### src/rtl/gcd_arbiter.sv
// Round-robin arbiter that shares one GCD engine between N_REQ requesters.
// Zero operands are answered locally and hung engine operations are aborted by a watchdog.
module gcd_arbiter #(
    parameter int N_REQ   = 4,
    parameter int WIDTH   = 32,
    parameter int TIMEOUT = 1024
) (
    input  logic                   clk,
    input  logic                   reset_n,
    input  logic [N_REQ-1:0]       req,
    input  logic [N_REQ*WIDTH-1:0] req_a,
    input  logic [N_REQ*WIDTH-1:0] req_b,
    output logic [N_REQ-1:0]       gnt,
    output logic [N_REQ-1:0]       rsp_valid,
    output logic [WIDTH-1:0]       rsp_result,
    output logic                   rsp_timeout,
    output logic                   busy,
    output logic                   eng_start,
    output logic [WIDTH-1:0]       eng_a,
    output logic [WIDTH-1:0]       eng_b,
    input  logic [WIDTH-1:0]       eng_result,
    input  logic                   eng_done
);

    localparam int PTR_W = $clog2(N_REQ);
    localparam int CNT_W = $clog2(TIMEOUT);
    localparam logic [PTR_W-1:0] PTR_LAST = PTR_W'(N_REQ - 1);
    localparam logic [CNT_W-1:0] CNT_LAST = CNT_W'(TIMEOUT - 1);

    typedef enum logic [1:0] {IDLE, LAUNCH, WAIT, RESP} state_t;

    state_t             state_q, state_d;
    logic [PTR_W-1:0]   ptr_q, ptr_d;
    logic [PTR_W-1:0]   id_q, id_d;
    logic [CNT_W-1:0]   cnt_q, cnt_d;
    logic [N_REQ-1:0]   gnt_q, gnt_d;
    logic [N_REQ-1:0]   rsp_valid_q, rsp_valid_d;
    logic [WIDTH-1:0]   rsp_result_q, rsp_result_d;
    logic               rsp_timeout_q, rsp_timeout_d;
    logic               busy_q, busy_d;
    logic               eng_start_q, eng_start_d;
    logic [WIDTH-1:0]   eng_a_q, eng_a_d;
    logic [WIDTH-1:0]   eng_b_q, eng_b_d;

    logic               grant_found;
    logic [PTR_W-1:0]   grant_idx;
    logic [PTR_W-1:0]   scan_idx;
    logic [WIDTH-1:0]   sel_a, sel_b;

    function automatic logic [N_REQ-1:0] onehot(input logic [PTR_W-1:0] idx);
        onehot      = '0;
        onehot[idx] = 1'b1;
    endfunction

    // First asserted request at or after ptr_q, wrapping modulo N_REQ.
    always_comb begin
        grant_found = 1'b0;
        grant_idx   = '0;
        scan_idx    = ptr_q;
        for (int i = 0; i < N_REQ; i++) begin
            if (!grant_found && req[scan_idx]) begin
                grant_found = 1'b1;
                grant_idx   = scan_idx;
            end
            scan_idx = (scan_idx == PTR_LAST) ? '0 : scan_idx + PTR_W'(1);
        end
    end

    always_comb begin
        sel_a = '0;
        sel_b = '0;
        for (int i = 0; i < N_REQ; i++) begin
            if (grant_idx == PTR_W'(i)) begin
                sel_a = req_a[i*WIDTH +: WIDTH];
                sel_b = req_b[i*WIDTH +: WIDTH];
            end
        end
    end

    always_comb begin
        // NOTE: every _d gets a default first so no path through the case infers a latch.
        state_d       = state_q;
        ptr_d         = ptr_q;
        id_d          = id_q;
        cnt_d         = cnt_q;
        gnt_d         = '0;
        rsp_valid_d   = '0;
        rsp_result_d  = rsp_result_q;
        rsp_timeout_d = 1'b0;
        eng_start_d   = 1'b0;
        eng_a_d       = eng_a_q;
        eng_b_d       = eng_b_q;

        unique case (state_q)
            IDLE: begin
                if (grant_found) begin
                    ptr_d   = (grant_idx == PTR_LAST) ? '0 : grant_idx + PTR_W'(1);
                    id_d    = grant_idx;
                    eng_a_d = sel_a;
                    eng_b_d = sel_b;
                    gnt_d   = onehot(grant_idx);
                    if (sel_a == '0 || sel_b == '0) begin
                        state_d      = RESP;
                        rsp_valid_d  = onehot(grant_idx);
                        rsp_result_d = sel_a | sel_b;
                    end else begin
                        state_d     = LAUNCH;
                        eng_start_d = 1'b1;
                    end
                end
            end
            LAUNCH: begin
                state_d = WAIT;
                cnt_d   = '0;
            end
            WAIT: begin
                // cnt_q == 0 marks the first WAIT cycle, where a done left over from before is masked.
                if (eng_done && cnt_q != '0) begin
                    state_d      = RESP;
                    rsp_valid_d  = onehot(id_q);
                    rsp_result_d = eng_result;
                end else if (cnt_q == CNT_LAST) begin
                    state_d       = RESP;
                    rsp_valid_d   = onehot(id_q);
                    rsp_result_d  = '0;
                    rsp_timeout_d = 1'b1;
                end else begin
                    cnt_d = cnt_q + CNT_W'(1);
                end
            end
            RESP: state_d = IDLE;
            default: state_d = IDLE;
        endcase

        busy_d = (state_d != IDLE);
    end

    // NOTE: state is updated with non-blocking assignments so every flop samples pre-edge values.
    always_ff @(posedge clk or negedge reset_n) begin
        if (!reset_n) begin
            state_q       <= IDLE;
            ptr_q         <= '0;
            id_q          <= '0;
            cnt_q         <= '0;
            gnt_q         <= '0;
            rsp_valid_q   <= '0;
            rsp_result_q  <= '0;
            rsp_timeout_q <= 1'b0;
            busy_q        <= 1'b0;
            eng_start_q   <= 1'b0;
            eng_a_q       <= '0;
            eng_b_q       <= '0;
        end else begin
            state_q       <= state_d;
            ptr_q         <= ptr_d;
            id_q          <= id_d;
            cnt_q         <= cnt_d;
            gnt_q         <= gnt_d;
            rsp_valid_q   <= rsp_valid_d;
            rsp_result_q  <= rsp_result_d;
            rsp_timeout_q <= rsp_timeout_d;
            busy_q        <= busy_d;
            eng_start_q   <= eng_start_d;
            eng_a_q       <= eng_a_d;
            eng_b_q       <= eng_b_d;
        end
    end

    assign gnt         = gnt_q;
    assign rsp_valid   = rsp_valid_q;
    assign rsp_result  = rsp_result_q;
    assign rsp_timeout = rsp_timeout_q;
    assign busy        = busy_q;
    assign eng_start   = eng_start_q;
    assign eng_a       = eng_a_q;
    assign eng_b       = eng_b_q;

endmodule

### config.mk
export PLATFORM = sky130hd
export DESIGN_NAME = gcd_arbiter
export DESIGN_NICKNAME = d
export VERILOG_FILES = /design/src/rtl/gcd_arbiter.sv
export SDC_FILE = /design/constraint.sdc
export NUM_CORES = 1
export LEC_CHECK = 0
export CAP_MARGIN = 0
export CORE_AREA = 2 2 157 159
export CTS_BUF_LIST = sky130_fd_sc_hd__clkbuf_8
export DETAILED_ROUTE_END_ITERATION = 8
export DIE_AREA = 0 0 159 161
export HOLD_SLACK_MARGIN = 0.08
export PLACE_DENSITY = 0.76
export SYNTH_ARGS = -nofsm -noshare
export SYNTH_HDL_FRONTEND = slang
export SYNTH_SLANG_ARGS = --single-unit
### constraint.sdc
create_clock -name clk -period 5.85 [get_ports clk]
set_input_delay 1.17 -clock clk [delete_from_list [all_inputs] [get_ports clk]]
set_output_delay 1.17 -clock clk [all_outputs]
set_load 0.005 [all_outputs]
Word level (Yosys, flattened, before mapping)
Cells that the tools add are included.
Storage, ports and cells
  bits in registers: 123
  output and inout bits: 107
  word-level logic and storage cells: 120
Cells by class
  add/sub/neg operators: 5
  order comparisons: 8
  equality and inequality tests: 15
  multiplexer cells: 58
  bitwise logic cells: 1
  reductions and logical operators: 21
Operators by type and width (number)
  32-bit two-way mux: 12
  32-bit logical NOT: 2
  32-bit one-hot mux with 2 select lines: 1
  32-bit bitwise OR: 1
  2-bit two-way mux: 12
  4-bit two-way mux: 6
  10-bit two-way mux: 2
  10-bit one-hot mux with 2 select lines: 1
  2-bit by 3-bit less-than comparator with 1-bit output (second input constant): 6
  1-bit two-way mux: 16
  2-bit equality test (second input constant): 7
  10-bit by 1-bit adder with 10-bit output (second input constant): 1
  10-bit equality test (second input constant): 1
  10-bit nonzero test: 1
  2-bit by 1-bit adder with 2-bit output (second input constant): 4
  1-bit binary-select mux with 2-bit select: 4
  2-bit inequality test (second input constant): 4
  2-bit one-hot mux with 4 select lines: 1
  4-bit one-hot mux with 2 select lines: 1
  1-bit logical AND: 6
  2-bit nonzero test: 3
  1-bit demux with 2-bit select: 2
  2-bit by 1-bit equality test with 1-bit output (second input constant): 2
  2-bit by 1-bit >= comparator with 1-bit output (second input constant): 2
  7 further kinds: 10

Logic depth before layout (Yosys ltp)
Gate-level depths: netlist of run 1.
  word-level depth: 23
  gate-level depth with buffers: 21

Least setup slack after synthesis of run 1
Ideal clock, no wire load.
  path type: input -> register
  start: input port req[2]
  end: register rsp_result_q[19] (netlist: rsp_result[19])
  library setup time: 131 ps
  data arrival time: 4826 ps
  setup slack: 893 ps
  cell stages on the path: 17
  buffers on the path: 5
  cells stage by stage: clkbuf_1 > mux4_2 > or2_1 > o31ai_1 > inv_1 > ha_1 > or2_1 > buf_6 > buf_6 > buf_4 > a221oi_1 > o22ai_1 > nor4_1 > nand4_1 > nand2_2 > buf_6 > o211ai_2
On the way
  word-level cells in the longest chain between the ends: 21
Ends and longest elaborated chain
  start: declaration: line 10  | input logic [N_REQ-1:0] req,
  1-bit binary-select mux with 2-bit select: line 61  | if (!grant_found && req[scan_idx]) begin
  1-bit two-way mux (implied by the code): line 61
  1-bit two-way mux: line 61
  1-bit logical NOT: line 61
  1-bit logical AND: line 61
  1-bit two-way mux: line 61
  1-bit logical NOT: line 61
  1-bit logical AND: line 61
  [3 not listed]
  2-bit two-way mux (*): line 61
  net grant_idx[1]: line 46  | logic [PTR_W-1:0] grant_idx;
  2-bit logical NOT: line 73  | if (grant_idx == PTR_W'(i)) begin
  32-bit two-way mux (4 in series): line 73
  32-bit logical NOT / 32-bit bitwise OR (equally long branches): line 102, 105
  1-bit logical OR / 32-bit two-way mux (equally long branches): line 102  | if (sel_a == '0 || sel_b == '0) begin
  2-bit inequality test (no line) / 32-bit two-way mux (equally long branches)
  4-bit AND reduction (no line) / 32-bit one-hot mux with 2 select lines (equally long branches)
  end signal: assignment: line 160  | rsp_result_q <= rsp_result_d;
  end: declaration: line 38  | logic [WIDTH-1:0] rsp_result_q, rsp_result_d;
Mark *: on every way through the listed nets, which the timed path passes. The rest lies on a longest branch. The select of a mux whose other input is x is not followed.
A chain may end at the register's enable or synchronous reset.

Worst setup path in the final report of run 1
  start: input port req[2]
  end: register rsp_valid_q[3] (netlist: rsp_valid[3])
On the way
  word-level cells in the longest chain between the ends: 22
Ends and longest elaborated chain
  1-bit binary-select mux with 2-bit select: line 61
  1-bit two-way mux (implied by the code): line 61
  1-bit two-way mux: line 61
  1-bit logical NOT: line 61
  1-bit logical AND: line 61
  1-bit two-way mux: line 61
  1-bit logical NOT: line 61
  1-bit logical AND: line 61
  [4 not listed]
  net grant_idx[1]: line 46
  2-bit logical NOT: line 73
  32-bit two-way mux (4 in series): line 73
  32-bit logical NOT: line 102
  1-bit logical OR: line 102
  4-bit two-way mux (*): line 102
  4-bit two-way mux (*): line 96  | if (grant_found) begin
  4-bit one-hot mux with 2 select lines (*): line 94  | unique case (state_q)
  net rsp_valid_d[3]: line 37  | logic [N_REQ-1:0] rsp_valid_q, rsp_valid_d;
  end signal: assignment: line 159  | rsp_valid_q <= rsp_valid_d;
  end: declaration: line 37
Marked as above.

==> flow_summary.yaml, run 1 <==
setup_path:
  crit_family: "compound AO/OA/AOI/OAI gates"
  cp_max_fo: 47
  critPathLaunchType: "input pin"
  cpMaxStageDelayCell: "a221oi_1"
  cp.required_ps: 6240
  arrival_ps: 5860
  crit_chain: "clkdlybuf4s50_1 -> mux4_2 -> or2_1 -> o31ai_1 -> inv_1 -> ha_1 -> or2_2 -> buf_12 -> a221oi_1 -> o22ai_1 -> nor4_2 -> nand4_1 -> a21oi_2 -> a22o_1"
  critical_path_class: "in2reg"
  max_stage_delay_ps: 630
  worstSetupEndpointType: "flip-flop"
  crit_buf_inv: 3
place:
  place_inst: 1714
  dp_hpwl_um: 32400
  gp_congestion: 0.996
  dpl_cell_area_sq_um: 13000
  pre_cts_ws_ps: -55.8
  io_buffers: 401
hold_path:
  hp-class: "reg2reg"
global_route:
  grtUsageTotal_pct: 32.4
  overflow: 0
  grt_pass1_wl_um: 63100
  grt_pass1_vias: 9989
  grt_max_degree: 107
  antenna_found_initial: 8
yosys:
  synth_top_flop_cell: "dfrtp_1"
  yosysTopAreaCellShare_pct: 36.2
  syn_inst: 1029
  ys_types: 50
  syn_area_sq_um: 8500
  synthXorXnorAreaFrac_pct: 0.412
  synth-async-reset-ratio_pct: 100
  synth_compound_area_share_pct: 35.1
  synth-edff-count: 0
  ys_ff_latch: 123
  yosysSeqAreaShare_pct: 36.2
  synth_simple_gate_area_share_pct: 19.0
  synth_area_leader_cell: "dfrtp_1"
  yosys_warnings: 0
  syn-num-nets: 1333
  synth_fa_ha_area_share_pct: 1.32
  synthMuxAreaShare_pct: 1.41
  synth_top_family_by_area: "compound AO/OA/AOI/OAI gates"
  synth.area.top_cells: "dfrtp_1, nand2_1, o22ai_1"
  synth_area_per_cell_sq_um: 8.26
drt:
  dr.pass1.iters: 7
  vias_per_cell: 5.99
  wl_per_cell_um: 24.3
  routed_wl_um: 42600
  ant_nets: 0
  drt_iter0_markers: 1021
  drc: 0
  vias: 10500
power_and_ir_drop:
  p_per_area_nw_per_um2: 818
  leakagePower_uw: 0.00522
  total_power_uw: 11000
  vdd_ir_drop_max_uv: 515
run:
  maxCapViolations: 0
timing:
  whs_ps: 482
  finalCritPeriodShare_pct: 93.6
  drv_slew: 0
  rsz0062_at_grt: "false"
  tightest_slew_ps: 1070
  timing.clock.skew_ps: 15.8
  setup_slack_ps: 373
  max-slew-margin-rel_pct: 28.4
  layout_min_cycle_time_ps: 5480
  hold_viol_final: 0
  fmax_mhz: 183
  setup_viol: 0
final_layout:
  nFillCells: 2174
  layout_commonest_cell: "clkdlybuf4s50_1"
  drive_above_1_share_pct: 9.21
  layout.nets: 1713
  instances_no_fill: 1752
  area_growth_pct: 58.4
  final_cell_mix: "clkdlybuf4s50_1, nand2_1, o22ai_1"
  regArea_sq_um: 3080
  design_area_sq_um: 13500
  multi_input_area_sq_um: 4940
clock_tree:
  clock_latency_ps: 460
  cts_setup_buffers: 0
  cts_buffers: 17
  tritoncts: "done"
  holdBufCountCts: 0
  cts.clk_slew.worst_paths_ps: 80
  ctsHtreeMaxLevel: 4
  root_buffer: "clkbuf_8"
  cts_sinks: 123
  cts_buffer_depth: 2
  ctsResizeCount: 0
floorplanning:
  die_h_um: 161
  core_region_area_sq_um: 24000
  rows: 57
  top_level_ports: 402
  die_w_um: 159
  initial_core_util_pct: 35.5
  die_area_sq_um: 25600
outcome:
  outcome: "complete, no violations"
final cells by class:
| cell class | instances | area share (%) |
|---|---|---|
| clock inverters | 13 | 1.08 |
| flip-flops and latches | 123 | 22.9 |
| inverters | 15 | 0.418 |
| repair buffers | 463 | 33.9 |
| diodes | 6 | 0.112 |
| clock buffers | 19 | 1.94 |
| well taps | 324 | 3.01 |
| multi-input cells | 789 | 36.7 |
through the flow:
step	TNS (ps)	utilization, %
after detailed placement	-1220	54.4
after CTS	0	56.1
final	0	56.2
after global routing	0	56.2
after global placement	0	54.4
after floorplan	0	-
cell usage after synthesis (3+ instances only):
cell / instances
nor4_2: 3
o211ai_2: 10
o211ai_1: 25
a22o_1: 5
nor4_1: 7
a31oi_1: 34
a221oi_1: 64
o31ai_1: 69
o22ai_1: 127
and2_1: 4
a211oi_1: 32
dfrtp_1: 123
nand3_1: 7
buf_1: 7
inv_1: 15
nand2_1: 216
nand4b_1: 32
xor2_1: 3
o21ai_1: 31
nand2b_1: 4
nor2b_1: 6
buf_2: 20
nand4_1: 4
o21ai_0: 18
buf_4: 10
mux2i_1: 3
ha_1: 9
buf_6: 7
and3_1: 3
mux4_2: 3
clkbuf_1: 58
a21oi_1: 5
nor2_1: 45
final timing paths:
path	slack, ps	start	cells past startpoint	end
max in group asynchronous	3970	reset_n	2	rsp_valid[0]$_DFF_PN0_
min	480	eng_a[30]$_DFFE_PN0P_	2	eng_a[30]$_DFFE_PN0P_
min in group asynchronous	790	reset_n	1	cnt_q[2]$_DFFE_PN0P_
max	370	req[2]	14	rsp_valid[3]$_DFF_PN0_
max reg2reg	570	ptr_q[0]$_DFFE_PN0P_	14	rsp_valid[3]$_DFF_PN0_
min reg2reg	480	eng_a[30]$_DFFE_PN0P_	2	eng_a[30]$_DFFE_PN0P_
worst register-to-register path, delay by kind of cell (launching register included):
kind / cells / cell delay (ps)
fa+ha+maj: 2 / 830
compound gates: 5 / 1840
buf+inv: 2 / 300
simple gates: 4 / 1170
flops: 1 / 530
mux: 1 / 540
power breakdown:
group	total, uW	internal (uW)	switching (uW)
sequential	1520	1240	290
combinational	8710	3450	5260
clock	780	401	379
logic make-up (layout without fill, tap and decap cells):
| kind of cell | count (synthesis) | count (layout) |
|---|---|---|
| other | 0 | 6 |
| AND/OR/NAND/NOR | 344 | 344 |
| AO/OA/AOI/OAI | 424 | 424 |
| multiplexers | 8 | 8 |
| adder cells (fa/ha/maj) | 9 | 9 |
| flip-flops | 123 | 123 |
| XOR/XNOR | 4 | 4 |
| buffers and inverters | 117 | 510 |
sequential cells by signal (all words and copies together) (netlist names):
register,cells
eng_b,32
eng_a,32
eng_start,1
busy,1
cnt_q,10
gnt,4
rsp_result,32
ptr_q,2
id_q,2
rsp_timeout,1
state_q,2
rsp_valid,4
layer usage:
metal | vias to the layer above | wire, um | GRT usage (%)
li1 | 4767 | - | -
met1 | 4990 | 17500 | 42.7
met2 | 618 | 19500 | 50.6
met3 | 114 | 3330 | 6.55
met4 | 8 | 2210 | 16.7
met5 | - | 62 | 0
Note: power is estimated with default switching activity, not from simulation.
==> run 2: changes to the inputs <==
--- a/config.mk
+++ b/config.mk
@@ -12,6 +12,7 @@
 export DIE_AREA = 0 0 159 161
 export HOLD_SLACK_MARGIN = 0.08
 export PLACE_DENSITY = 0.76
+export SKIP_LAST_GASP = 1
 export SYNTH_ARGS = -nofsm -noshare
 export SYNTH_HDL_FRONTEND = slang
 export SYNTH_SLANG_ARGS = --single-unit
==> results of run 2 <==
Final layout, timing and power as in run 1 (identical DEF).
==> run 3: changes to the inputs <==
--- a/config.mk
+++ b/config.mk
@@ -12,6 +12,7 @@
 export DIE_AREA = 0 0 159 161
 export HOLD_SLACK_MARGIN = 0.08
 export PLACE_DENSITY = 0.76
+export SETUP_SLACK_MARGIN = 0.05
 export SKIP_LAST_GASP = 1
 export SYNTH_ARGS = -nofsm -noshare
 export SYNTH_HDL_FRONTEND = slang
==> results of run 3 <==
Final layout, timing and power as in run 1 (identical DEF).
